[config.mk]
export PLATFORM = sky130hd
export DESIGN_NAME = multicycle_ctrl
export DESIGN_NICKNAME = d
export VERILOG_FILES = /design/src/rtl/multicycle_pkg.sv /design/src/rtl/ins_decoder.sv /design/src/rtl/multicycle_ctrl.sv
export SDC_FILE = /design/constraint.sdc
export NUM_CORES = 1
export LEC_CHECK = 0
export BUFFER_PORTS_ARGS = -buffer_cell sky130_fd_sc_hd__buf_2
export CORE_MARGIN = 4
export CORE_UTILIZATION = 44
export CTS_BUF_LIST = sky130_fd_sc_hd__clkbuf_2
export DETAILED_ROUTE_END_ITERATION = 16
export GPL_ROUTABILITY_DRIVEN = 0
export PLACE_DENSITY = 0.86
export SLEW_MARGIN = 20
export SYNTH_ARGS = -nofsm -noshare
export SYNTH_HDL_FRONTEND = slang
export SYNTH_HIERARCHICAL = 1
export SYNTH_SLANG_ARGS = --single-unit
[constraint.sdc]
create_clock -name clk -period 2.2 [get_ports clk]
set_clock_uncertainty 0.2 [all_clocks]
set_input_delay 0.33 -clock clk [delete_from_list [all_inputs] [get_ports clk]]
set_output_delay 0.33 -clock clk [all_outputs]
set_load 0.03 [all_outputs]
[src/rtl/multicycle_pkg.sv]
// Shared opcode values, FSM state encoding and decoded control word for multicycle_ctrl.
package multicycle_pkg;

  localparam logic [3:0] OP_NOP  = 4'h0;
  localparam logic [3:0] OP_ADD  = 4'h1;
  localparam logic [3:0] OP_SUB  = 4'h2;
  localparam logic [3:0] OP_ADC  = 4'h3;
  localparam logic [3:0] OP_SBB  = 4'h4;
  localparam logic [3:0] OP_CMP  = 4'h5;
  localparam logic [3:0] OP_ADDI = 4'h6;
  localparam logic [3:0] OP_LI   = 4'h7;
  localparam logic [3:0] OP_LD   = 4'h8;
  localparam logic [3:0] OP_ST   = 4'h9;
  localparam logic [3:0] OP_BZ   = 4'hA;
  localparam logic [3:0] OP_BNZ  = 4'hB;
  localparam logic [3:0] OP_JMP  = 4'hC;
  localparam logic [3:0] OP_HLT  = 4'hF;

  typedef enum logic [2:0] {
    S_FETCH   = 3'd0,
    S_DECODE  = 3'd1,
    S_EXECUTE = 3'd2,
    S_MEM     = 3'd3,
    S_WB      = 3'd4,
    S_HALT    = 3'd5
  } state_e;

  // no_exec marks instructions that retire straight out of DECODE (NOP and illegal).
  typedef struct packed {
    logic alu_op;
    logic psw_c;
    logic oprand_b;
    logic li;
    logic flag;
    logic rb_res;
    logic wb_res;
    logic is_mem;
    logic is_store;
    logic is_branch;
    logic writes_rf;
    logic illegal;
    logic is_halt;
    logic no_exec;
  } ctrl_t;

endpackage

[src/rtl/ins_decoder.sv]
// Combinational opcode to control-word decoder; undefined opcodes decode as NOP with illegal set.
module ins_decoder
  import multicycle_pkg::*;
(
  input  logic [3:0] opcode_i,
  output ctrl_t      ctrl_o
);

  always_comb begin
    ctrl_o = '0;
    case (opcode_i)
      OP_NOP:  ctrl_o.no_exec = 1'b1;
      OP_ADD: begin
        ctrl_o.flag      = 1'b1;
        ctrl_o.writes_rf = 1'b1;
      end
      OP_SUB: begin
        ctrl_o.alu_op    = 1'b1;
        ctrl_o.flag      = 1'b1;
        ctrl_o.writes_rf = 1'b1;
      end
      OP_ADC: begin
        ctrl_o.psw_c     = 1'b1;
        ctrl_o.flag      = 1'b1;
        ctrl_o.writes_rf = 1'b1;
      end
      OP_SBB: begin
        ctrl_o.alu_op    = 1'b1;
        ctrl_o.psw_c     = 1'b1;
        ctrl_o.flag      = 1'b1;
        ctrl_o.writes_rf = 1'b1;
      end
      OP_CMP: begin
        ctrl_o.alu_op = 1'b1;
        ctrl_o.flag   = 1'b1;
      end
      OP_ADDI: begin
        ctrl_o.oprand_b  = 1'b1;
        ctrl_o.flag      = 1'b1;
        ctrl_o.writes_rf = 1'b1;
      end
      OP_LI: begin
        ctrl_o.li        = 1'b1;
        ctrl_o.writes_rf = 1'b1;
      end
      OP_LD: begin
        ctrl_o.oprand_b  = 1'b1;
        ctrl_o.is_mem    = 1'b1;
        ctrl_o.wb_res    = 1'b1;
        ctrl_o.writes_rf = 1'b1;
      end
      OP_ST: begin
        ctrl_o.oprand_b = 1'b1;
        ctrl_o.is_mem   = 1'b1;
        ctrl_o.is_store = 1'b1;
        ctrl_o.rb_res   = 1'b1;
      end
      OP_BZ, OP_BNZ, OP_JMP: begin
        ctrl_o.oprand_b  = 1'b1;
        ctrl_o.is_branch = 1'b1;
      end
      OP_HLT:  ctrl_o.is_halt = 1'b1;
      default: begin
        ctrl_o.illegal = 1'b1;
        ctrl_o.no_exec = 1'b1;
      end
    endcase
  end

endmodule

[src/rtl/multicycle_ctrl.sv]
// Multicycle FETCH/DECODE/EXECUTE/MEM/WB sequencer driving the RFplusALU controls.
// Define CTRL_MEM_TIMEOUT_EN to abandon a memory wait after TIMEOUT cycles without mem_ack.
module multicycle_ctrl
  import multicycle_pkg::*;
#(
  parameter int TIMEOUT = 15
) (
  input  logic        clk,
  input  logic        Reset,
  input  logic [15:0] Ins,
  input  logic        Z,
  input  logic        C,
  input  logic        mem_ack,
  output logic        mem_req,
  output logic        mem_we,
  output logic        mem_sel,
  output logic        IR_load,
  output logic        PC_inc,
  output logic        PC_load,
  output logic        WBRF,
  output logic        RBresource,
  output logic        WBresource,
  output logic        OprandB,
  output logic        LI,
  output logic        Buff_IDEXE,
  output logic        ALUop,
  output logic        Flag,
  output logic        PSW_C,
  output logic        halted,
  output logic        illegal_op,
  output logic        bus_err
);

  state_e     state_q, state_d;
  ctrl_t      ctl;
  logic [3:0] opcode;
  logic       take_branch;
  logic       tmo;
  logic       unused_ok;

  assign opcode    = Ins[15:12];
  assign unused_ok = ^{Ins[11:0], C, TIMEOUT[0]};

  ins_decoder u_dec (
    .opcode_i (opcode),
    .ctrl_o   (ctl)
  );

  assign take_branch = (opcode == OP_JMP) || (opcode == OP_BZ && Z) || (opcode == OP_BNZ && !Z);

`ifdef CTRL_MEM_TIMEOUT_EN
  localparam int CW = (TIMEOUT > 1) ? $clog2(TIMEOUT + 1) : 1;
  logic [CW-1:0] cnt_q, cnt_d;
  logic          waiting;

  // cnt_q counts wait cycles already spent in the current FETCH/MEM visit.
  assign waiting = (state_q == S_FETCH) || (state_q == S_MEM);
  assign tmo     = waiting && !mem_ack && (cnt_q == CW'(TIMEOUT - 1));
  assign cnt_d   = (waiting && state_d == state_q && !tmo) ? cnt_q + 1'b1 : '0;
  assign bus_err = tmo && !Reset;

  always_ff @(posedge clk) begin
    if (Reset) cnt_q <= '0;
    else       cnt_q <= cnt_d;
  end
`else
  assign tmo     = 1'b0;
  assign bus_err = 1'b0;
`endif

  always_ff @(posedge clk) begin
    if (Reset) state_q <= S_FETCH;
    else       state_q <= state_d;
  end

  always_comb begin
    state_d    = state_q;
    mem_req    = 1'b0;
    mem_we     = 1'b0;
    mem_sel    = 1'b0;
    IR_load    = 1'b0;
    PC_inc     = 1'b0;
    PC_load    = 1'b0;
    WBRF       = 1'b0;
    RBresource = 1'b0;
    WBresource = 1'b0;
    OprandB    = 1'b0;
    LI         = 1'b0;
    Buff_IDEXE = 1'b0;
    ALUop      = 1'b0;
    Flag       = 1'b0;
    PSW_C      = 1'b0;
    halted     = 1'b0;
    illegal_op = 1'b0;
    if (Reset) begin
      state_d = S_FETCH;
    end else begin
      case (state_q)
        S_FETCH: begin
          mem_req = 1'b1;
          if (tmo) begin
            state_d = S_FETCH;
          end else if (mem_ack) begin
            IR_load = 1'b1;
            PC_inc  = 1'b1;
            state_d = S_DECODE;
          end
        end
        S_DECODE: begin
          Buff_IDEXE = 1'b1;
          RBresource = ctl.rb_res;
          illegal_op = ctl.illegal;
          if (ctl.no_exec)      state_d = S_FETCH;
          else if (ctl.is_halt) state_d = S_HALT;
          else                  state_d = S_EXECUTE;
        end
        S_EXECUTE: begin
          ALUop   = ctl.alu_op;
          PSW_C   = ctl.psw_c;
          OprandB = ctl.oprand_b;
          LI      = ctl.li;
          Flag    = ctl.flag;
          if (ctl.is_branch) begin
            PC_load = take_branch;
            state_d = S_FETCH;
          end else if (ctl.is_mem) begin
            state_d = S_MEM;
          end else if (ctl.writes_rf) begin
            state_d = S_WB;
          end else begin
            state_d = S_FETCH;
          end
        end
        S_MEM: begin
          mem_req = 1'b1;
          mem_sel = 1'b1;
          mem_we  = ctl.is_store;
          if (tmo)          state_d = S_FETCH;
          else if (mem_ack) state_d = ctl.is_store ? S_FETCH : S_WB;
        end
        S_WB: begin
          WBRF       = 1'b1;
          WBresource = ctl.wb_res;
          state_d    = S_FETCH;
        end
        S_HALT: begin
          halted = 1'b1;
        end
        default: state_d = S_FETCH;
      endcase
    end
  end

endmodule

==> impl_summary.md <==
Status
The run finished with clean final reports.

Clocking
TritonCTS built the clock tree. The source-to-sink clock delay at the later pin of the worst-skew pair is 0.21 ns. The sink count of the clock tree is 3. The post-CTS setup buffer count is 0.

The cell sitting at the root of the clock tree is a sky130_fd_sc_hd__clkbuf_2. After clock tree synthesis, the clock-pin slew on the worst setup and hold paths is 0.04 ns. The H-tree depth is 1. Counting the buffers created by CTS gives 3.

Buffers inserted to repair hold after CTS numbered 0. The deepest clock path buffer count is 2.

Setup path
The worst register-to-register path begins at state_q[0]. The worst setup path is captured at an output port. For the worst flop-to-flop path, the logic depth is 4. Across all register-to-register paths, the minimum setup slack is 0.70 ns. In this run the critical register-to-register path is captured at state_q[0].

The slowest cell on the critical path is sky130_fd_sc_hd__dfxtp_1. The endpoint required time on the critical path is 1.67 ns. The type of the setup path with the least slack is reg -> out. On the worst path, the slowest cell contributes a delay of 0.40 ns. The worst-path maximum fanout is 10. The category of the worst setup path launch point is a flip-flop. In this run the worst setup path begins at state_q[0]. The signal on the critical path passes through nand2b_4, nor3_2, nand3_1, nor2_1, buf_2. The number of buffers and inverters on the critical path is 1. For the worst setup path, the data arrival time is 1.49 ns. The family of cells with the greatest summed delay on the critical path is simple AND/OR/NAND/NOR gates.

Power
Power spread over the standard cell area amounts to 370 mW/mm^2. After layout, the design draws a total of 274 uW. Summed over all cells, the static leakage comes to 0.000347 uW. The worst-case IR drop observed on VDD is 212 uV.

STA
The final number of setup-violating endpoints is 0. The number of pins exceeding their max-slew limit in the final report is 0. Setup repair after global routing left no endpoint under its margin. After layout, the worst path uses 92.0% of the clock period. Hold is met by 0.242 ns. The number of hold-slack violations in the final timing report is 0. Once routing completed, OpenROAD measured the worst setup slack at 0.176 ns. The fmax is 0.494 GHz. The post-route setup TNS is 0 ns.

The time the worst path needs with I/O delays and setup is 2.02 ns.

Synth
During synthesis, Yosys emitted a total of 6 warnings. The cell area after synthesis is 639 um^2. The largest area contributor in the netlist is sky130_fd_sc_hd__and2_1. After technology mapping, the gate count stands at 95. For this run, the leading register cell type out of synthesis is sky130_fd_sc_hd__dfxtp_1. The number of synthesized register bits is 3.

The synthesized netlist contains 33 unique library cells. The post-synthesis area per instance is 6.73 um^2. Of all flip-flops after synthesis, the portion carrying an async set or reset was 0%. The proportion of synthesized chip area in sequential cells is 9.39%. The post-synth net total is 116. In this run, synthesis inferred 0 flip-flops with an integrated enable. Yosys attributes the largest share of cell area to sky130_fd_sc_hd__and2_1 (9.8%), sky130_fd_sc_hd__dfxtp_1 (9.4%), sky130_fd_sc_hd__nor2_1 (8.2%). After synthesis, the largest area contributor takes up 9.78% of total cell area.

Finish
The net total in the final layout is 136. The register with the most flip-flops in the layout has 3 of them. In the layout the commonest cells are sky130_fd_sc_hd__buf_2 (24), sky130_fd_sc_hd__nor2_1 (14), sky130_fd_sc_hd__and2_1 (10). Cells with a size suffix above 1 make up 33.3% of the layout. The number of antenna cells inserted is 0. Compared with the post-synthesis result, the final layout area differs by 15.7%. The largest registers in the layout are state_q: 3 flops. Once layout is done, the placed cells without fillers occupy 739 um^2.

The leading cell type in the layout, fill and taps excluded is sky130_fd_sc_hd__buf_2. More flip-flops sit in one register than any other, and that register is state_q.

Route
The routed length per instance is 11.6 um. The first-iteration detailed-routing DRC count is 24. The first detailed-routing pass ran for 4 iterations. The routed design has 1.49 mm of wire.

The via density per instance is 5.36. The via count is 691. The DRC violations left is 0. The number of antenna-violating nets in the routed design is 0.

Floorplanning
The floorplan step defined a core boundary enclosing 0.00133 mm^2. During I/O placement, the number of pins put on the boundary was 39. Once the floorplan was initialized, standard cells occupied 47.9% of the core. The area of the die is 0.00213 mm^2.

The die is 46.1 um tall. The total number of placement rows is 13. The width of the chip is 46.1 um.

Global routing
Global routing finished with a remaining overflow of 0. The first global-routing pass estimated 2.47 mm of wire. The initial antenna violation count is 0.

The number of global-route vias before repair came to 560. The pin count of the biggest net entering global routing is 15. Across every metal layer, demand over resource in global routing totals 15.3%.

Placement
The placement-stage worst setup slack is 0.238 ns. In this run the cell area measured after placement is 718 um^2. The number of I/O port buffers is 24.

The detailed placer's ending HPWL is 1.10 mm.

Flow run
The tool flagged a number of max-cap violations equal to 0.

Worst hold path
The startpoint of the worst hold path is Reset. The depth of the worst hold-timing path is 2. The tightest min-delay check is of the in -> reg type. The path with the worst hold slack has its endpoint at state_q[1].
## area by class of cell
class / instances / area [um^2]
Tap cell: 15 / 18.8
Timing Repair Buffer: 26 / 135
Sequential cell: 3 / 61.3
Fill cell: 136 / 594
Clock buffer: 4 / 20.0
Inverter: 4 / 15.0
Multi-Input combinational cell: 77 / 489
## synth_stat cells, drive strengths merged, types with 3 or more instances
library cell and count:
dfxtp 3, nor4 3, and2 10, nand2b 7, buf 11, nor3 8
nand2 4, inv 4, a21oi 6, nor2b 3, mux2i 3, nor2 14
## repair_timing
action / 4_1_cts / 5_1_grt
gates resized for setup: 0 / 1
hold endpoints to repair: 0 / 0
endpoints found under the setup margin: 0 / 3
## power by group
group          switching, uW  total, uW  internal (uW)
Combinational           77.9        125           47.0
Sequential              12.2       71.6           59.4
Clock                   29.3       77.2           47.9
## metal layers
layer  global-route usage (%)  share of wire (%)
met5                        0                  0
met4                        0                  0
met3                     5.08                6.5
met2                     24.5                 47
met1                     21.1                 47
## worst max path at each step
| stage | to | slack [ns] | cells past startpoint |
|---|---|---|---|
| final | PC_load | 0.18 | 5 |
| after global routing | WBresource | 0.04 | 4 |
| after CTS | PC_load | 0.08 | 5 |
| after detailed placement | state_q[2] | 0.24 | 7 |
| after global placement | state_q[2] | 0.27 | 7 |
| after floorplan | WBresource | 0.06 | 4 |
## worst register-to-register path, stage by stage (launching register included)
cell,delay [ns]
sky130_fd_sc_hd__dfxtp_1,0.50
sky130_fd_sc_hd__nand2b_4,0.23
sky130_fd_sc_hd__nand2_1,0.07
sky130_fd_sc_hd__o21ai_0,0.24
sky130_fd_sc_hd__o32ai_1,0.12
## logic make-up (layout without fill, tap and decap cells)
family	count (synthesis)	count (layout)	share of synthesized area, %
other	1	1	0.587
xor gates and xnor gates	1	1	1.37
buffers and inverters	15	34	14.9
muxes	3	3	4.70
and+or+nand+nor	57	57	55.2
DFF	3	3	9.39
AOI/OAI and AO/OA	15	15	13.9
## per-stage QoR
step / utilization, % / instances
floorplan: - / 95
global placement: 53.8 / 125
detailed placement: 53.8 / 125
CTS: 55.3 / 129
global route: 55.4 / 129
finish: 55.4 / 129
Power figures use the tool's default switching activity.
